--- config.mk ---
export PLATFORM = sky130hd
export DESIGN_NAME = rpsc_interlock_card_flat
export DESIGN_NICKNAME = d
export VERILOG_FILES = /design/src/rtl/rpsc_interlock_card_if.sv /design/src/rtl/rpsc_interlock_card.sv /design/src/flat_wrapper.sv
export SDC_FILE = /design/constraint.sdc
export NUM_CORES = 1
export LEC_CHECK = 0
export CAP_MARGIN = 20
export CORE_MARGIN = 5
export CORE_UTILIZATION = 53
export DETAILED_ROUTE_END_ITERATION = 8
export GPL_ROUTABILITY_DRIVEN = 0
export HOLD_SLACK_MARGIN = 0.08
export PLACE_DENSITY = 0.73
export SLEW_MARGIN = 20
export SYNTH_ARGS = -nofsm -noshare
export SYNTH_HDL_FRONTEND = slang
export SYNTH_SLANG_ARGS = --single-unit
export TNS_END_PERCENT = 30
--- constraint.sdc ---
create_clock -name clk -period 2.9 [get_ports clk]
set_input_delay 0.435 -clock clk [delete_from_list [all_inputs] [get_ports clk]]
set_output_delay 0.435 -clock clk [all_outputs]
set_load 0.05 [all_outputs]
--- src/rtl/rpsc_interlock_card_if.sv ---
// rpsc_interlock_card_if: bundle between the RPSC backplane and the interlock card.
//   master : drives the raw field inputs and ack_clr, observes the card status lines
//   slave  : the interlock card itself
// Signals
//   alarm_in[N_ALARM], an_ps_in, ps_act_in, u_low_in, ack_clr      backplane -> card
//   not_alarm, ground_hold_ok, not_on_perm, not_ps_on, not_ps_ok,
//   not_u_low, first_fault[FF_W], state[3], fault_count[8]          card -> backplane
interface rpsc_interlock_card_if #(
  parameter int unsigned N_ALARM = 7
);
  localparam int unsigned FF_W = $clog2(N_ALARM + 1);

  logic [N_ALARM-1:0] alarm_in;
  logic               an_ps_in;
  logic               ps_act_in;
  logic               u_low_in;
  logic               ack_clr;

  logic               not_alarm;
  logic               ground_hold_ok;
  logic               not_on_perm;
  logic               not_ps_on;
  logic               not_ps_ok;
  logic               not_u_low;
  logic [FF_W-1:0]    first_fault;
  logic [2:0]         state;
  logic [7:0]         fault_count;

  modport master (
    output alarm_in, an_ps_in, ps_act_in, u_low_in, ack_clr,
    input  not_alarm, ground_hold_ok, not_on_perm, not_ps_on, not_ps_ok, not_u_low,
    input  first_fault, state, fault_count
  );

  modport slave (
    input  alarm_in, an_ps_in, ps_act_in, u_low_in, ack_clr,
    output not_alarm, ground_hold_ok, not_on_perm, not_ps_on, not_ps_ok, not_u_low,
    output first_fault, state, fault_count
  );
endinterface

--- src/rtl/rpsc_interlock_card.sv ---
// rpsc_interlock_card: RPSC interlock card. Synchronises and debounces N alarm channels plus the
// anode-PS block, PS-active and U-low inputs, latches alarms, captures the first fault and
// sequences IDLE -> WAIT_ACT -> QUALIFY -> RUN, with FAULT overriding everything.
// Ports
//   clk    : system clock
//   reset  : asynchronous active-low reset
//   bus    : rpsc_interlock_card_if.slave (raw inputs, ack_clr, active-low status lines,
//            first_fault, state, fault_count)
// Build option
//   RPSC_FAULT_COUNT_EN : when defined, fault_count counts FAULT entries (saturating at 255);
//                         otherwise fault_count is tied to zero.
module rpsc_interlock_card #(
  parameter int unsigned        N_ALARM      = 7,
  parameter logic [N_ALARM-1:0] ALARM_MASK   = '0,
  parameter int unsigned        DEB_CYCLES   = 16,
  parameter int unsigned        QUAL_CYCLES  = 1562500,
  parameter bit                 LATCH_ALARMS = 1'b1
) (
  input logic                  clk,
  input logic                  reset,
  rpsc_interlock_card_if.slave bus
);
  localparam int unsigned N_IN  = N_ALARM + 3;
  localparam int unsigned FF_W  = $clog2(N_ALARM + 1);
  localparam int unsigned DEB_W = $clog2(DEB_CYCLES + 1);
  localparam int unsigned CNT_W = $clog2(QUAL_CYCLES + 1);
  localparam logic [DEB_W-1:0] DEB_LAST  = DEB_W'(DEB_CYCLES - 1);
  localparam logic [CNT_W-1:0] QUAL_LAST = CNT_W'(QUAL_CYCLES - 1);

  typedef enum logic [2:0] {
    StIdle    = 3'd0,
    StWaitAct = 3'd1,
    StQualify = 3'd2,
    StRun     = 3'd3,
    StFault   = 3'd4
  } state_e;

  // Input vector layout: {u_low, ps_act, an_ps, alarm[N_ALARM-1:0]}
  logic [N_IN-1:0]             raw, sync1_q, sync2_q, filt_q, filt_d;
  logic [N_IN-1:0][DEB_W-1:0]  deb_cnt_q, deb_cnt_d;

  logic [N_ALARM-1:0] act, latched_q, latched_d;
  logic               an_ps_f, ps_act_f, u_low_f;
  state_e             state_q, state_d;
  logic [CNT_W-1:0]   cnt_q, cnt_d;
  logic [FF_W-1:0]    first_fault_q, first_fault_d, ff_idx;
  logic               fault_entry;

  assign raw = {bus.u_low_in, bus.ps_act_in, bus.an_ps_in, bus.alarm_in};

  // Debounce: flip only after DEB_CYCLES consecutive disagreeing samples.
  always_comb begin
    filt_d    = filt_q;
    deb_cnt_d = deb_cnt_q;
    for (int i = 0; i < int'(N_IN); i++) begin
      if (sync2_q[i] != filt_q[i]) begin
        if (deb_cnt_q[i] == DEB_LAST) begin
          filt_d[i]    = sync2_q[i];
          deb_cnt_d[i] = '0;
        end else begin
          deb_cnt_d[i] = deb_cnt_q[i] + 1'b1;
        end
      end else begin
        deb_cnt_d[i] = '0;
      end
    end
  end

  assign an_ps_f  = filt_q[N_ALARM];
  assign ps_act_f = filt_q[N_ALARM+1];
  assign u_low_f  = filt_q[N_ALARM+2];
  assign act      = filt_q[N_ALARM-1:0] & ~ALARM_MASK;

  // ack_clr can only clear channels that are no longer active, so a new alarm wins.
  always_comb begin
    if (LATCH_ALARMS) latched_d = bus.ack_clr ? act : (latched_q | act);
    else              latched_d = act;
  end

  always_comb begin
    state_d = state_q;
    cnt_d   = cnt_q;
    if (state_q == StQualify) cnt_d = cnt_q + 1'b1;
    if (state_q != StFault && latched_q != '0) begin
      state_d = StFault;
    end else begin
      case (state_q)
        StIdle:    if (!an_ps_f) state_d = StWaitAct;
        StWaitAct: begin
          if (an_ps_f) begin
            state_d = StIdle;
          end else if (ps_act_f) begin
            state_d = StQualify;
            cnt_d   = '0;
          end
        end
        StQualify: begin
          if (an_ps_f) begin
            state_d = StIdle;
          end else if (!ps_act_f) begin
            state_d = StWaitAct;
            cnt_d   = '0;
          end else if (cnt_q == QUAL_LAST) begin
            state_d = StRun;
          end
        end
        StRun: begin
          if (an_ps_f)        state_d = StIdle;
          else if (!ps_act_f) state_d = StWaitAct;
        end
        StFault:   if (latched_q == '0) state_d = StIdle;
        default:   state_d = StFault;
      endcase
    end
  end

  // Lowest set channel wins when several alarms latch together.
  always_comb begin
    ff_idx = '0;
    for (int i = int'(N_ALARM) - 1; i >= 0; i--) begin
      if (latched_q[i]) ff_idx = FF_W'(i + 1);
    end
  end

  assign fault_entry = (state_q != StFault) && (state_d == StFault);

  always_comb begin
    first_fault_d = first_fault_q;
    if (fault_entry)                             first_fault_d = ff_idx;
    else if (bus.ack_clr && state_q != StFault) first_fault_d = '0;
  end

  always_ff @(posedge clk or negedge reset) begin
    if (!reset) begin
      sync1_q       <= '0;
      sync2_q       <= '0;
      filt_q        <= '0;
      deb_cnt_q     <= '0;
      latched_q     <= '0;
      state_q       <= StFault;
      cnt_q         <= '0;
      first_fault_q <= '0;
    end else begin
      sync1_q       <= raw;
      sync2_q       <= sync1_q;
      filt_q        <= filt_d;
      deb_cnt_q     <= deb_cnt_d;
      latched_q     <= latched_d;
      state_q       <= state_d;
      cnt_q         <= cnt_d;
      first_fault_q <= first_fault_d;
    end
  end

`ifdef RPSC_FAULT_COUNT_EN
  logic [7:0] fault_count_q;

  always_ff @(posedge clk or negedge reset) begin
    if (!reset) begin
      fault_count_q <= '0;
    end else if (fault_entry && fault_count_q != 8'hff) begin
      fault_count_q <= fault_count_q + 8'd1;
    end
  end

  assign bus.fault_count = fault_count_q;
`else
  assign bus.fault_count = 8'd0;
`endif

  assign bus.state          = state_q;
  assign bus.not_alarm      = (state_q != StFault);
  assign bus.ground_hold_ok = (state_q == StWaitAct) || (state_q == StQualify) ||
                              (state_q == StRun);
  assign bus.not_on_perm    = ~bus.ground_hold_ok;
  assign bus.not_ps_on      = ~ps_act_f;
  assign bus.not_ps_ok      = (state_q != StRun);
  assign bus.not_u_low      = ~((state_q == StRun) & u_low_f);
  assign bus.first_fault    = first_fault_q;
endmodule

--- src/flat_wrapper.sv ---
// flat-port wrapper written by rule: the top's interface ports become plain ports
module rpsc_interlock_card_flat 
#(
  parameter int unsigned        N_ALARM      = 7,
  parameter logic [N_ALARM-1:0] ALARM_MASK   = '0,
  parameter int unsigned        DEB_CYCLES   = 16,
  parameter int unsigned        QUAL_CYCLES  = 1562500,
  parameter bit                 LATCH_ALARMS = 1'b1
)
  (clk, reset, bus_alarm_in, bus_an_ps_in, bus_ps_act_in, bus_u_low_in, bus_ack_clr, bus_not_alarm, bus_ground_hold_ok, bus_not_on_perm, bus_not_ps_on, bus_not_ps_ok, bus_not_u_low, bus_first_fault, bus_state, bus_fault_count);
  rpsc_interlock_card_if #(.N_ALARM(N_ALARM)) bus_i ();
  input logic clk;
  input logic reset;
  input wire logic [$bits(bus_i.alarm_in)-1:0] bus_alarm_in;
  input wire logic [$bits(bus_i.an_ps_in)-1:0] bus_an_ps_in;
  input wire logic [$bits(bus_i.ps_act_in)-1:0] bus_ps_act_in;
  input wire logic [$bits(bus_i.u_low_in)-1:0] bus_u_low_in;
  input wire logic [$bits(bus_i.ack_clr)-1:0] bus_ack_clr;
  output wire logic [$bits(bus_i.not_alarm)-1:0] bus_not_alarm;
  output wire logic [$bits(bus_i.ground_hold_ok)-1:0] bus_ground_hold_ok;
  output wire logic [$bits(bus_i.not_on_perm)-1:0] bus_not_on_perm;
  output wire logic [$bits(bus_i.not_ps_on)-1:0] bus_not_ps_on;
  output wire logic [$bits(bus_i.not_ps_ok)-1:0] bus_not_ps_ok;
  output wire logic [$bits(bus_i.not_u_low)-1:0] bus_not_u_low;
  output wire logic [$bits(bus_i.first_fault)-1:0] bus_first_fault;
  output wire logic [$bits(bus_i.state)-1:0] bus_state;
  output wire logic [$bits(bus_i.fault_count)-1:0] bus_fault_count;
  assign bus_i.alarm_in = bus_alarm_in;
  assign bus_i.an_ps_in = bus_an_ps_in;
  assign bus_i.ps_act_in = bus_ps_act_in;
  assign bus_i.u_low_in = bus_u_low_in;
  assign bus_i.ack_clr = bus_ack_clr;
  assign bus_not_alarm = bus_i.not_alarm;
  assign bus_ground_hold_ok = bus_i.ground_hold_ok;
  assign bus_not_on_perm = bus_i.not_on_perm;
  assign bus_not_ps_on = bus_i.not_ps_on;
  assign bus_not_ps_ok = bus_i.not_ps_ok;
  assign bus_not_u_low = bus_i.not_u_low;
  assign bus_first_fault = bus_i.first_fault;
  assign bus_state = bus_i.state;
  assign bus_fault_count = bus_i.fault_count;
  rpsc_interlock_card #(.N_ALARM(N_ALARM), .ALARM_MASK(ALARM_MASK), .DEB_CYCLES(DEB_CYCLES), .QUAL_CYCLES(QUAL_CYCLES), .LATCH_ALARMS(LATCH_ALARMS)) u_core (.clk(clk), .reset(reset), .bus(bus_i));
endmodule
==> results_tabular.tex, run 1 <==
\begin{tabular}{lr}
\hline
Metric & Value \\
\hline
\multicolumn{2}{l}{\textbf{Critical path}} \\
Depth of the most critical reg-to-reg path & 4 \\
Worst reg-to-reg setup slack & 580 ps \\
Levels on crit path & 3 \\
Maximum fanout along the worst path & 12 \\
Largest delay share family, worst path & buffers and inverters \\
Cell seen most often among critical-path stages & sky130\_fd\_sc\_hd\_\_nor2\_1 \\
Category of the worst setup path capture point & output port \\
Critical path cell sequence & nor2\_1 -> nor2\_1 -> clkdlybuf4s50\_1 \\
Worst path buffer plus inverter count & 1 \\
Source of the worst register-to-register timing path & u\_core.bus.state[0]\$\_DFF\_PN0\_ \\
Stage delay of the slowest cell on the critical path & 850 ps \\
Critical R2R Capture & u\_core.cnt\_q[19]\$\_DFF\_PN0\_ \\
Worst Setup SP & u\_core.bus.state[0]\$\_DFF\_PN0\_ \\
Required time reported for the critical path endpoint & 2470 ps \\
Kind of start point of the critical path & flop \\
Setup CP Type & flop to output port \\
Slowest stage cell on the critical path & sky130\_fd\_sc\_hd\_\_clkdlybuf4s50\_1 \\
Worst endpoint data arrival time & 2230 ps \\
End point of the critical path & bus\_ground\_hold\_ok \\
\multicolumn{2}{l}{\textbf{Clock tree}} \\
Clock transition time at the flip-flop clock pins of the worst setup and hold paths & approximately 60 ps \\
H-tree levels & 4 \\
Root cell of the clock tree & sky130\_fd\_sc\_hd\_\_clkbuf\_8 \\
Num CTS Buffers & 17 \\
Post-CTS resize count & 0 \\
Maximum clock insertion buffer count & 2 \\
CTS sink count & roughly 110 \\
Post-CTS setup-driven buffer insertion count & 0 \\
Clock tree from TritonCTS & yes \\
Later-pin clock latency in the skew report & 500 ps \\
Number of buffers inserted for hold repair after clock tree synthesis & 1 \\
\multicolumn{2}{l}{\textbf{Die}} \\
Height of the die & 104.8 µm \\
Number of rows in the core area & 34 \\
I/O pin cnt & 33 \\
Die footprint & 0.01099 mm² \\
Effective utilization at floorplan & 0.5463 \\
Core Footprint & around 0.0087 mm² \\
Horiz. Die Dim & 104.8 µm \\
\multicolumn{2}{l}{\textbf{STA}} \\
Total of endpoints with negative setup slack in the final report & 0 \\
Final hold violation count & 0 \\
Shortest period the worst path allows & 2668 ps \\
Worst-margin pin slew & 663.4 ps \\
Max Clock Skew & 8.003 ps \\
Achievable Freq & 374.9 MHz \\
Headroom to the max-slew limit & 0.5517 \\
Setup TNS Final & 0 ps \\
Max Slew Vio Count & 0 \\
Unrepaired setup endpoints after global routing & no \\
Final cycle utilization of the critical path & 0.9199 \\
Min setup slack post-route & 232.4 ps \\
\multicolumn{2}{l}{\textbf{Place}} \\
Pre-CTS worst setup slack & 606.6 ps \\
Detailed Place HPWL & between 5 and 6 mm \\
Input/output buffers & 24 \\
\multicolumn{2}{l}{\textbf{GRT}} \\
Pin count of the biggest net entering global routing & 55 \\
Via count of the first global-routing pass & 3206 \\
Global route total overflow & 0 \\
Antenna violations before repair & 0 \\
Wire length of the first global-routing pass & 15.05 mm \\
GRT Overall Usage & 0.1692 \\
\multicolumn{2}{l}{\textbf{Route}} \\
Top Metal Used & met4 \\
Routed WL per cell & 14.35 µm \\
Vias & 3079 \\
Final wirelength & 8.252 mm \\
Met3 Wirelength & 452 µm \\
Number of nets still failing antenna checks after routing & 0 \\
Number of iterations in the first detailed-routing pass & 4 \\
Drt drc & 0 \\
Met2 routed wirelength & 4.146 mm \\
Per-cell via count in the routed design & 5.355 \\
Starting DRT DRC Count & $\sim$110 \\
Met1 WL & 3.592 mm \\
\multicolumn{2}{l}{\textbf{Final layout}} \\
Post-layout net count & 478 \\
Antenna diode count & 0 \\
P\&R area growth vs syn & 19.77\% \\
Share of cells above drive strength 1 & 0.1092 \\
Most used cells in the layout excluding fill and tap cells & sky130\_fd\_sc\_hd\_\_dfrtp\_1 (113), sky130\_fd\_sc\_hd\_\_nor2\_1 (54), sky130\_fd\_sc\_hd\_\_xor2\_1 (34), sky130\_fd\_sc\_hd\_\_nand3\_1 (26), sky130\_fd\_sc\_hd\_\_clkdlybuf4s50\_1 (23) \\
Commonest non-fill, non-tap cell in the layout & sky130\_fd\_sc\_hd\_\_dfrtp\_1 \\
\multicolumn{2}{l}{\textbf{Synthesis}} \\
Post-synthesis instance total & 415 \\
Synth Cell Area & 0.004765 mm² \\
Total of flip-flops plus latches after synthesis & 114 \\
Fraction of synthesis flops using an asynchronous set or reset pin & 1.000 \\
Distinct cells, synth & 45 \\
Largest area contributor in the synthesized netlist & sky130\_fd\_sc\_hd\_\_dfrtp\_1 \\
Seq/Total Area, Yosys & 0.5990 \\
Top-area cell type share of the netlist area & 0.5935 \\
Syn. warnings & 0 \\
Dominant synthesized flop cell & sky130\_fd\_sc\_hd\_\_dfrtp\_1 \\
Post-Syn Area per Cell & 11.48 µm² \\
Leading post-synthesis cells by cell area & sky130\_fd\_sc\_hd\_\_dfrtp\_1 (59\%), sky130\_fd\_sc\_hd\_\_xor2\_1 (6.3\%), sky130\_fd\_sc\_hd\_\_nor2\_1 (4.3\%), sky130\_fd\_sc\_hd\_\_ha\_1 (2.9\%), sky130\_fd\_sc\_hd\_\_nand3\_1 (2.7\%) \\
Number of enable-type register cells in the synthesized netlist & 0 \\
\multicolumn{2}{l}{\textbf{Hold path}} \\
Path category of the worst min-delay check & flop to flop \\
Origin of the worst min-delay path & u\_core.sync1\_q[6]\$\_DFF\_PN0\_ \\
\multicolumn{2}{l}{\textbf{Power and ir drop}} \\
Highest ir drop seen on vdd & 0.5517 mV \\
PD cells & 701.8 mW/mm² \\
Static leakage & 2.817 nW \\
\multicolumn{2}{l}{\textbf{Status}} \\
Result of the run & finished, final reports clean \\
\multicolumn{2}{l}{\textbf{Run}} \\
Total of max-cap violations & 0 \\
\hline
\end{tabular}
## kinds of logic (layout without fill, tap and decap cells)
kind of cell,count (synthesis),count (layout),synth area share
AOI/OAI and AO/OA,50,50,0.06644
buffers and inverters,31,76,0.03177
DFF,114,114,0.5990
muxes,9,9,0.02127
adders and majority gates,11,11,0.02889
and+or+nand+nor,157,157,0.1746
other,1,8,0.0007871
xor gates and xnor gates,42,42,0.07721
## stage by stage
stage                     power, mW  hold slack, ps  instance area, µm²  cells  utilization
final                         4.005           343.1                5707    575       0.6544
after global routing          4.185           328.3                5707    575       0.6544
after floorplan               1.914           139.4                4791    422            -
after detailed placement      2.021           334.7                5111    542       0.5861
after CTS                     4.053           343.4                5707    575       0.6544
after global placement        2.011           331.8                5111    542       0.5861
## worst reg2reg max path: stages, from the launching register on
cell                      delay, ps
sky130_fd_sc_hd__dfrtp_1        500
sky130_fd_sc_hd__or3b_1         540
sky130_fd_sc_hd__or4_4          590
sky130_fd_sc_hd__or4_1          440
sky130_fd_sc_hd__a21oi_1        170
## state kept, by name, summed over array words and instances, names as in the netlist
name and flops:
u_core.bus.first_fault 3, u_core.filt_q 10, u_core.latched_q 7, u_core.sync2_q 10
u_core.sync1_q 10, u_core.cnt_q 21, u_core.deb_cnt_q 50, u_core.bus.state 3
## worst min path at each step
stage / to / slack [ps] / cells past startpoint
floorplan: u_core.bus.first_fault[0]$_DFFE_PN0P_ / 140 / 0
global placement: u_core.sync2_q[2]$_DFF_PN0_ / 330 / 0
detailed placement: u_core.sync2_q[2]$_DFF_PN0_ / 330 / 0
CTS: u_core.sync1_q[4]$_DFF_PN0_ / 340 / 1
global route: u_core.sync1_q[4]$_DFF_PN0_ / 330 / 1
finish: u_core.sync2_q[6]$_DFF_PN0_ / 340 / 0
## power breakdown
| part | switching (mW) | internal [mW] |
|---|---|---|
| combinational | 0.185 | 0.102 |
| clock | 0.768 | 1.24 |
| sequential | 0.0559 | 1.65 |
## layout make-up
cell class              count  area (µm²)
clock buffers              17       414.1
clock inverters            15       171.4
fillers                   648        3014
inverters                  15       56.30
multi-input cells         277        1785
flip-flops and latches    114        2854
well taps                 108       135.1
repair buffers             29       290.3
## cells in the mapped netlist, drive strengths merged, types with 2 or more instances
library cell	n
dfrtp	113
nor2	54
xor2	34
nand3	26
o21ai	17
inv	15
and2	14
a21oi	13
buf	12
nand2	12
and3	11
ha	11
mux2	9
xnor2	8
a21o	7
nor4	6
or3	6
or4	6
nand4	5
o31ai	5
clkbuf	4
a32o	2
and4	2
nand2b	2
nand4b	2
nor3	2
## per-layer routing
metal / vias to the layer above / global-route usage
met5: - / 0
met4: 0 / 0.06027
li1: 1498 / -
met3: 4 / 0.06535
met2: 56 / 0.2662
met1: 1521 / 0.2142
No activity file was read; power rests on OpenSTA's default activity.
==> run 2: changes to the inputs <==
CTS_CLUSTER_DIAMETER = 150   (was default)
==> results of run 2 <==
No change in the layout: final DEF, timing and power equal those of run 1.
==> run 3: changes to the inputs <==
CTS_CLUSTER_SIZE = 25   (was default)
==> results of run 3 <==
No change in the layout: final DEF, timing and power equal those of run 1.
